`src/rtl/lsu_ctrl.sv`:
```
// Load/store unit controller: accepts one core access at a time, issues a single
// memory cycle, formats load data and holds the response until the core takes it.
module lsu_ctrl #(
  parameter int ADDR_WIDTH = 32,
  parameter int DATA_WIDTH = 32
) (
  input  logic                      clk_i,
  input  logic                      rst_n_i,
  input  logic                      req_valid_i,
  output logic                      req_ready_o,
  input  logic                      req_we_i,
  input  logic [1:0]                req_size_i,
  input  logic                      req_unsigned_i,
  input  logic [ADDR_WIDTH-1:0]     req_addr_i,
  input  logic [DATA_WIDTH-1:0]     req_wdata_i,
  output logic                      resp_valid_o,
  input  logic                      resp_ready_i,
  output logic [DATA_WIDTH-1:0]     resp_rdata_o,
  output logic                      resp_err_o,
  output logic                      mem_en_o,
  output logic [DATA_WIDTH/8-1:0]   mem_we_o,
  output logic [ADDR_WIDTH-1:0]     mem_addr_o,
  output logic [DATA_WIDTH-1:0]     mem_wdata_o,
  input  logic [DATA_WIDTH-1:0]     mem_rdata_i
);

  localparam int NB = DATA_WIDTH / 8;

  typedef enum logic [1:0] {IDLE, ISSUE, LATCH, RESP} state_t;

  // Handshakes: a transfer happens on a rising edge where valid and ready are both 1;
  // valid/payload from the producer stay stable until that edge.
  state_t     state;
  logic       op_we;
  logic [1:0] op_size;
  logic       op_unsigned;
  logic [1:0] op_off;

  logic            accept;
  logic            req_err;
  logic [NB-1:0]   strobe;
  logic [7:0]      byte_lane;
  logic [15:0]     half_lane;
  logic [DATA_WIDTH-1:0] load_data;

  assign req_ready_o = (state == IDLE) && rst_n_i;
  assign accept      = req_valid_i && req_ready_o;

  always_comb begin
    req_err = 1'b0;
    case (req_size_i)
      2'b01:   req_err = req_addr_i[0];
      2'b10:   req_err = (req_addr_i[1:0] != 2'b00);
      2'b11:   req_err = 1'b1;
      default: req_err = 1'b0;
    endcase
  end

  always_comb begin
    strobe = '0;
    case (req_size_i)
      2'b00:   strobe[0]   = 1'b1;
      2'b01:   strobe[1:0] = 2'b11;
      default: strobe      = '1;
    endcase
  end

  // Lanes are picked from the word at the aligned address using the kept low bits.
  always_comb begin
    byte_lane = mem_rdata_i[{op_off, 3'b000} +: 8];
    half_lane = mem_rdata_i[{op_off[1], 4'b0000} +: 16];
    load_data = mem_rdata_i;
    case (op_size)
      2'b00: load_data = op_unsigned ? {{(DATA_WIDTH-8){1'b0}}, byte_lane}
                                     : {{(DATA_WIDTH-8){byte_lane[7]}}, byte_lane};
      2'b01: load_data = op_unsigned ? {{(DATA_WIDTH-16){1'b0}}, half_lane}
                                     : {{(DATA_WIDTH-16){half_lane[15]}}, half_lane};
      default: load_data = mem_rdata_i;
    endcase
  end

  always_ff @(posedge clk_i) begin
    if (!rst_n_i) begin
      state        <= IDLE;
      op_we        <= 1'b0;
      op_size      <= 2'b00;
      op_unsigned  <= 1'b0;
      op_off       <= 2'b00;
      resp_valid_o <= 1'b0;
      resp_err_o   <= 1'b0;
      resp_rdata_o <= '0;
      mem_en_o     <= 1'b0;
      mem_we_o     <= '0;
      mem_addr_o   <= '0;
      mem_wdata_o  <= '0;
    end else begin
      case (state)
        IDLE: begin
          if (accept) begin
            op_we       <= req_we_i;
            op_size     <= req_size_i;
            op_unsigned <= req_unsigned_i;
            op_off      <= req_addr_i[1:0];
            if (req_err) begin
              state        <= RESP;
              resp_valid_o <= 1'b1;
              resp_err_o   <= 1'b1;
              resp_rdata_o <= '0;
            end else begin
              state       <= ISSUE;
              mem_en_o    <= 1'b1;
              mem_we_o    <= req_we_i ? strobe : '0;
              mem_addr_o  <= req_addr_i;
              mem_wdata_o <= req_wdata_i;
            end
          end
        end
        ISSUE: begin
          mem_en_o <= 1'b0;
          mem_we_o <= '0;
          if (op_we) begin
            state        <= RESP;
            resp_valid_o <= 1'b1;
            resp_err_o   <= 1'b0;
            resp_rdata_o <= '0;
          end else begin
            state <= LATCH;
          end
        end
        LATCH: begin
          state        <= RESP;
          resp_valid_o <= 1'b1;
          resp_err_o   <= 1'b0;
          resp_rdata_o <= load_data;
        end
        RESP: begin
          if (resp_ready_i) begin
            state        <= IDLE;
            resp_valid_o <= 1'b0;
            resp_err_o   <= 1'b0;
            resp_rdata_o <= '0;
          end
        end
        default: state <= IDLE;
      endcase
    end
  end

endmodule

```
`config.mk`:
```
export PLATFORM = sky130hd
export DESIGN_NAME = lsu_ctrl
export DESIGN_NICKNAME = d
export VERILOG_FILES = /design/src/rtl/lsu_ctrl.sv
export SDC_FILE = /design/constraint.sdc
export NUM_CORES = 1
export LEC_CHECK = 0
export CORE_ASPECT_RATIO = 1.5
export CORE_MARGIN = 2
export CORE_UTILIZATION = 40
export CTS_CLUSTER_SIZE = 25
export DETAILED_ROUTE_END_ITERATION = 16
export PLACE_DENSITY_LB_ADDON = 0.25
export SLEW_MARGIN = 40
export SYNTH_ARGS = -nofsm -noshare
export SYNTH_HDL_FRONTEND = slang
export SYNTH_SLANG_ARGS = --single-unit
```
`constraint.sdc`:
```
create_clock -name clk_i -period 2.7 [get_ports clk_i]
set_clock_uncertainty 0.15 [all_clocks]
set_input_delay 0.675 -clock clk_i [delete_from_list [all_inputs] [get_ports clk_i]]
set_output_delay 0.675 -clock clk_i [all_outputs]
set_load 0.02 [all_outputs]
```
### Word level (Yosys, flattened, before mapping)

Cells that the tools add are included.

* register bits after elaboration: 111
* logic and storage cells: 70
* output and inout bits: 104

* shifts and indexed selects: 2
* bitwise gates (word level): 1
* reductions and logical operators: 13
* equality and inequality tests: 12
* multiplexer cells: 30

Operator list (number)
* $mux 32: 6
* $pmux 32 s4: 1
* $pmux 32 s2: 1
* $shiftx 32x6->16: 1
* $shiftx 32x6->8: 1
* $mux 4: 3
* $ne 2x2->1 const B: 5
* $mux 1: 9
* $eq 2x2->1 const B: 4
* $mux 2: 4
* $pmux 1 s4: 2
* $pmux 2 s4: 1
* $pmux 4 s2: 1
* $eq 2x1->1 const B: 3
* $logic_not 2->1: 3
* $reduce_and 3->1: 2
* $reduce_and 2->1: 2
* $reduce_and 4->1: 1
* $reduce_bool 2->1: 2
* $pmux 1 s3: 1
* $logic_and 1x1->1: 2
* $pmux 1 s2: 1
* $reduce_or 2->1: 1
* $not 1->1: 1

### Longest topological paths before layout

Gate-level depths: netlist of the first run.

* depth in word-level cells: 7
* mapped depth: 9
* gate-level depth less buffers: 6

### Worst setup path after synthesis of the first run

OpenSTA, ideal clock, no wires.

* path type: input -> register
* start: input port req_valid_i
* end: register resp_rdata_o[16]
* stages on the path: 7
* path slack: 0.548 ns
* data required time: 2.482 ns
* path buffers: 3
* arrival: 1.935 ns
* cells stage by stage: buf_2 -> a21bo_4 -> nand3_4 -> or4_4 -> buf_6 -> buf_12 -> o2bb2ai_2

* longest elaborated chain between the ends: 3

Ends and longest elaborated chain
* start, declared: line 9 `input logic req_valid_i,`
* $logic_and 1x1->1: line 47 `assign accept = req_valid_i && req_ready_o;`
* $ne 2x2->1 (no line)
* $reduce_and 4->1 (no line)
* end signal, assigned: line 134 `resp_rdata_o <= load_data;`
* end, declared: line 18 `output logic [DATA_WIDTH-1:0] resp_rdata_o,`

Every way passes these cells.
A chain may end at the register's enable or synchronous reset.

### Final worst setup path of the first run

* start: input port rst_n_i
* end: output port req_ready_o

* longest elaborated chain between the ends: 1

Ends and longest elaborated chain
* start, declared: line 8 `input logic rst_n_i,`
* $logic_and 1x1->1: line 46 `assign req_ready_o = (state == IDLE) && rst_n_i;`
* end, declared: line 10 `output logic req_ready_o,`

Every way passes these cells.

==> impl_results.md, run 1 <==
- Fin Hold WS: 306 ps
- Largest cells by area after synthesis: dfxtp_1 (47%), nand2_1 (12%), a21oi_1 (8.8%)
- Sequential share of power: a little under two fifths
- Share of cells above drive strength 1: 10.5%
- N_diodes: 0
- Crit-path cells: clkdlybuf4s50_1 > and2_2 > dlygate4sd2_1
- Net switching power: roughly 1.7 mW
- Final hold vios: 0
- Routing usage on met1: between 20% and 30%
- Unrepaired setup endpoints after global routing: false
- Post-synth top area share: 46.9%
- DPL Wire Length: around 10 mm
- Mean cell area of the mapped netlist: a little under 9 µm²
- Die area: between 10000 and 15000 µm²
- Combinational share of power: 36.2%
- Met2 GRT Util: just under 40%
- Yosys top cell by area: dfxtp_1
- Routed vias: between 4000 and 5000
- WL final: 13.8 mm
- Clk sink count: 110
- Clock transition at path regs: 70 ps
- HP Start: mem_wdata_o[28]
- Post-synth top cells: nand2_1 (144), dfxtp_1 (110), a21oi_1 (83)
- Overall routing resource usage: 21.7%
- Worst path required time: about 1900 ps
- Tcrit/Tclk final: 90.3%
- Hold Path Stages: 2
- GRT busiest layer: met2
- Sw Ratio: between 30% and 40%
- Post-CTS Setup Bufs: 0
- Setup_tns: 0 ps
- Flop2flop setup slack: approximately 420 ps
- Hold Crit Class: reg -> reg
- GRT overflow: 0
- Final Util: 63.4%
- Worst-path maximum fanout: 2
- Max-slew headroom: 48.9%
- Root Driver: clkbuf_16
- Post-DP Area: approximately 7000 µm²
- Hold EP: mem_wdata_o[28]
- # nets final: between 800 and 900
- Clock share of power: 25.7%
- Leakage power: 2.64 nW
- Slowest cell delay on critical path: ~470 ps
- Fin area: roughly 7300 µm²
- Internal power: about 3.4 mW
- TritonCTS Buffers: 9
- Max Cap Viol: 0
- Die extent in y: about 140 µm
- Register area share after synthesis: between 40% and 50%
- Number of H-tree levels: 3
- Port buffer count: 207
- Area Overhead vs Synth: 54.8%
- R2R cell count: 6
- Remaining antenna violation count: 0
- Final setup violation count: 0
- First drt pass iteration count: 4
- Period minus WS final: 2440 ps
- FF-to-FF End: resp_rdata_o[24]
- Kind of critical path: in -> out
- Core Area: about 11000 µm²
- Synth cell types: 50
- Yosys reg bits: 110
- Outcome: completed
- Setup crit end kind: output pin
- Achievable frequency: 410 MHz
- CTS Hold Bufs: 0
- Largest net degree at the start of global routing: 54
- # rows: 48
- Remaining routing DRC violations: 0
- Per-cell routed wire length: roughly 16 µm
- M3 GR Usage: 7.71%
- Mapped Cells: 537
- Slowest-stage cell, CP: clkdlybuf4s50_1
- Peak supply drop: roughly 0.00034 V
- Power per cell area: 708 nW/µm²
- Post-CTS sizing: 1
- Initial Util: approximately two fifths
- GPL Wtd Cong: ~0.86
- I/O pins: 208
- Most instantiated library cell after synthesis: nand2_1
- Worst slew pin tran: 765 ps
- Post-synth EDFFs: 0
- Post-synthesis async set-or-reset flop share: 0%
- Drt initial violations: 185
- Worst R2R Start: state[0]
- First-pass GRT wire length: around 22 mm
- Critical Path AT: between 1500 and 2000 ps
- Vias/cell: 5.11
- Total power: slightly above 5 mW
- Worst skew pair latency: between 300 and 400 ps
- Max-slew violation count: 0
- CTS max path bufs: 2
- Number of global-route vias before repair: between 4000 and 5000
- DIE WIDTH: 92.5 µm
- Main synth FF type: dfxtp_1
- Mapped Area: around 4700 µm²
- Post-synth net total: 646
- Yosys warnings: 0
- TritonCTS clock tree: yes
- Initial antenna violation count: 0
- Worst setup SP type: primary input
==> cells in the final DEF, fill, tap and decap left out, types with 2 or more instances in the layout <==
cell type	count
a21o_2	2
a21oi_1	83
a222oi_1	7
a22o_1	15
a31oi_1	2
and2_2	2
and3_1	2
buf_12	4
buf_4	17
clkbuf_16	9
clkdlybuf4s50_1	206
dfxtp_1	110
ha_1	5
inv_1	4
inv_6	2
mux2_2	10
mux2i_1	7
nand2_1	144
nand2b_1	5
nand3_1	9
nor2_1	3
nor2b_1	32
o21ai_0	11
o2bb2ai_1	6
o2bb2ai_2	10
or2b_2	2
==> kinds of logic after synthesis <==
| group | synth area share [%] |
|---|---|
| AOI/OAI and AO/OA | 22.8 |
| adders and majority gates | 1.33 |
| buffers and inverters | 4.63 |
| DFF | 46.9 |
| muxes | 3.89 |
| and+or+nand+nor | 20.5 |
==> cell type report <==
type                       count  area (µm²)
clock buffer                   9         225
clock inverter                 6        68.8
fill                         981        4200
inverter                       5        18.8
multi-input combinational    382        2290
sequential                   110        2200
tap                          150         188
timing repair buffer         228        2280
==> how the worst max path moves through the flow <==
stage,startpoint,end,cells after the start
3_5_place_dp,rst_n_i,req_ready_o,3
4_1_cts,state[0],req_ready_o,4
6_report,rst_n_i,req_ready_o,3
2_1_floorplan,req_valid_i,resp_rdata_o[16],7
5_1_grt,state[0],req_ready_o,4
3_3_place_gp,req_size_i[0],resp_rdata_o[15],5
==> per-layer routing <==
layer	wire length (µm)	vias up	share of wire, %
li1	-	2250	-
met4	260	0	1.9
met1	5200	2089	38
met3	1330	16	9.6
met2	7040	189	51
met5	0	-	0
==> power groups by stage <==
stage	Sequential [mW]	Clock, mW	Combinational [mW]
5_1_grt	1.99	1.42	2.04
4_1_cts	1.97	1.36	1.89
3_3_place_gp	1.99	0	1.84
2_1_floorplan	2.17	0	0.905
3_5_place_dp	2.00	0	1.89
6_report	1.96	1.32	1.87
==> flip-flops by register name (all words and copies together) (netlist names) <==
| signal | count |
|---|---|
| op_off | 2 |
| mem_addr_o | 32 |
| resp_valid_o | 1 |
| state | 2 |
| resp_err_o | 1 |
| op_we | 1 |
| op_unsigned | 1 |
| mem_en_o | 1 |
| mem_we_o | 3 |
| resp_rdata_o | 32 |
| op_size | 2 |
| mem_wdata_o | 32 |
==> critical path, delay by kind of cell <==
| kind | cells | cell delay (ps) |
|---|---|---|
| simple gates | 1 | 130 |
| buf+inv | 2 | 800 |
==> metrics by stage <==
| step | std cells | setup slack (ps) |
|---|---|---|
| final | 890 | 262 |
| after global routing | 890 | 162 |
| after CTS | 890 | 233 |
| after global placement | 875 | -77.8 |
| after detailed placement | 875 | -23.9 |
| after floorplan | 537 | 548 |
(Power assumes the default switching activity.)
==> inputs of run 2 (changes only) <==
--- a/config.mk
+++ b/config.mk
@@ -5,11 +5,13 @@
 export SDC_FILE = /design/constraint.sdc
 export NUM_CORES = 1
 export LEC_CHECK = 0
+export CAP_MARGIN = 20
 export CORE_ASPECT_RATIO = 1.5
 export CORE_MARGIN = 2
 export CORE_UTILIZATION = 40
 export CTS_CLUSTER_SIZE = 25
 export DETAILED_ROUTE_END_ITERATION = 16
+export HOLD_SLACK_MARGIN = 0.03
 export PLACE_DENSITY_LB_ADDON = 0.25
 export SLEW_MARGIN = 40
 export SYNTH_ARGS = -nofsm -noshare
==> results of run 2 <==
Same layout as run 1: the final DEF is identical, and so are final timing and power.
==> inputs of run 3 (changes only) <==
--- a/config.mk
+++ b/config.mk
@@ -8,7 +8,7 @@
 export CAP_MARGIN = 20
 export CORE_ASPECT_RATIO = 1.5
 export CORE_MARGIN = 2
-export CORE_UTILIZATION = 40
+export CORE_UTILIZATION = 42
 export CTS_CLUSTER_SIZE = 25
 export DETAILED_ROUTE_END_ITERATION = 16
 export HOLD_SLACK_MARGIN = 0.03
==> run 3 against run 2 <==
Against the previous run: global-route usage is 1.1 points higher; final cell count is 0.34% lower; largest power group unchanged; highest routed layer unchanged; largest cell class unchanged; clock power hardly changed.
==> impl_results.md, run 3 (synthesis results as in run 1) <==
- Outcome: completed
- Hold Crit Class: reg -> reg
- First drt pass iteration count: 5 (+1)
- Routed vias: 4557 (+0.29%)
- Core Area: 11000 µm² (-4.1%)
- CTS Hold Bufs: 0 (unchanged)
- Peak supply drop: 0.000377 V (+11%)
- R2R cell count: 6 (unchanged)
- Hold EP: mem_wdata_o[12]
- Finished Layout Cells: 887 (-0.34%)
- DPL Wire Length: 10.3 mm (-0.84%)
- Fin Hold WS: 307 ps (+1.24 ps)
- Slowest-stage cell, CP: dfxtp_1
- Vias/cell: 5.14 (+0.63%)
- WL met1: 5.39 mm (+3.7%)
- Final hold vios: 0 (unchanged)
- TritonCTS clock tree: yes
- # rows: 47 (-2.1%)
- N_diodes: 0 (unchanged)
- Worst skew pair latency: 330 ps (about the same)
- WL final: 14.0 mm (+0.88%)
- Hold Path Stages: 2 (unchanged)
- GRT overflow: 0 (unchanged)
- Number of H-tree levels: 3 (unchanged)
- Commonest non-fill, non-tap cell in the layout: clkdlybuf4s50_1
- Clock transition at path regs: 70 ps (about the same)
- Share of cells above drive strength 1: 10.4% (-0.14 points)
- Number of global-route vias before repair: 4537 (-0.31%)
- Power per cell area: 713 nW/µm² (+0.63%)
- GPL Wtd Cong: 0.912 (+6.5%)
- Worst path bufs/invs: 2 (unchanged)
- I/O pins: 208 (unchanged)
- DIE WIDTH: 90.4 µm (-2.3%)
- Critical Path AT: 1660 ps (+50 ps)
- Max layer used: met4
- # nets final: 844 (-0.12%)
- Tcrit/Tclk final: 92.0% (+1.7 points)
- Period minus WS final: 2480 ps (+46.6 ps)
- Clk sink count: 110 (unchanged)
- Crit-path cells: inv_1 > ha_1 > and2_2 > dlygate4sd2_1
- Biggest regs: mem_addr_o x32, mem_wdata_o x32, resp_rdata_o x32
- Worst-path maximum fanout: 6 (+4)
- Worst slew pin tran: 713 ps (-52.1 ps)
- Port buffer count: 207 (unchanged)
- Setup crit end kind: output pin
- Initial Util: 42.7% (+1.8 points)
- Overall routing resource usage: 22.9% (+1.1 points)
- Kind of critical path: reg -> out
- Remaining antenna violation count: 0 (unchanged)
- Max-slew violation count: 0 (unchanged)
- TritonCTS Buffers: 9 (unchanged)
- Commonest cells after routing, fill and taps aside: clkdlybuf4s50_1 (206), nand2_1 (144), dfxtp_1 (110)
- Remaining routing DRC violations: 0 (unchanged)
- Top delay family on crit path: flip-flops
- Root Driver: clkbuf_16
- FF-to-FF End: resp_rdata_o[31]
- Met2 Routed Length: 7.13 mm (+1.2%)
- Inst Count DP: 871 (-0.46%)
- Per-cell routed wire length: 15.7 µm (+1.2%)
- Die extent in y: 134 µm (-2.3%)
- Initial antenna violation count: 0 (unchanged)
- Setup WS pre-CTS: -37.4 ps (-13.5 ps)
- CTS max path bufs: 2 (unchanged)
- First-pass GRT wire length: 22.7 mm (+3.1%)
- Worst setup margin: 215 ps (-46.6 ps)
- Total power: 5.18 mW (+0.56%)
- Worst R2R Start: state[0]
- HP Start: mem_wdata_o[12]
- Final setup violation count: 0 (unchanged)
- WL met3: 1.27 mm (-4.2%)
- Fillers: 898 (-8.5%)
- Leakage power: 2.63 nW (-0.31%)
- Area Overhead vs Synth: 54.7% (about the same)
- Drt initial violations: 169 (-8.6%)
- Unrepaired setup endpoints after global routing: false
- Achievable frequency: 402 MHz (-1.9%)
- Worst path required time: 1880 ps (about the same)
- Die area: 12100 µm² (-4.6%)
- Worst setup SP type: flop
- Post-CTS Setup Bufs: 0 (unchanged)
- Slowest cell delay on critical path: 450 ps (-20 ps)
- Max-slew headroom: 52.3% (+3.5 points)
- Max Cap Viol: 0 (unchanged)
- Largest net degree at the start of global routing: 43 (-20%)
- Flop2flop setup slack: 380 ps (-40 ps)
run 3: final cells by class:
cell class                      instances  area, µm²  share of cell area, %
Multi-Input combinational cell        382       2290                   31.6
Tap cell                              147        184                   2.53
Inverter                                5       18.8                  0.258
Clock inverter                          6       71.3                  0.981
Timing Repair Buffer                  227       2270                   31.2
Clock buffer                           10        229                   3.15
Sequential cell                       110       2200                   30.3
run 3: how the worst max path moves through the flow:
| stage | start | endpoint | slack [ps] | cells after the start |
|---|---|---|---|---|
| after floorplan | req_valid_i | resp_rdata_o[16] | 550 | 7 |
| after global placement | rst_n_i | resp_rdata_o[15] | -130 | 6 |
| after detailed placement | rst_n_i | req_ready_o | -40 | 3 |
| after CTS | state[0] | req_ready_o | 190 | 4 |
| after global routing | state[0] | req_ready_o | 150 | 4 |
| final | state[0] | req_ready_o | 220 | 4 |
run 3: metal layers:
layer  GRT usage (%)  up-vias
met1            26.0     2118
met3            9.05       10
met4            6.32        0
li1                -     2252
met5               0        -
met2            39.7      177
run 3: worst min-delay path, cell delays in order (launching register included):
cell and delay [ps]:
dfxtp_1 310, nand2_1 50, a21oi_1 50
run 3: through the flow:
| stage | util [%] | instance area (µm²) | setup TNS (ps) |
|---|---|---|---|
| final | 66.1 | 7270 | 0 |
| after global routing | 66.1 | 7270 | 0 |
| after CTS | 66.1 | 7270 | 0 |
| after detailed placement | 63.4 | 6970 | -37.4 |
| after global placement | 63.3 | 6970 | -1550 |
| after floorplan | - | 4700 | 0 |
run 3: repair_timing:
item	in CTS	in global routing
gates resized for setup	1	0
setup endpoints to repair	1	0
endpoints found under the hold margin	0	0
run 3: report_power, final:
part | switching, mW | internal, mW
Clock | 0.603 | 0.727
Combinational | 0.975 | 0.902
Sequential | 0.154 | 1.82
Total | 1.73 | 3.45
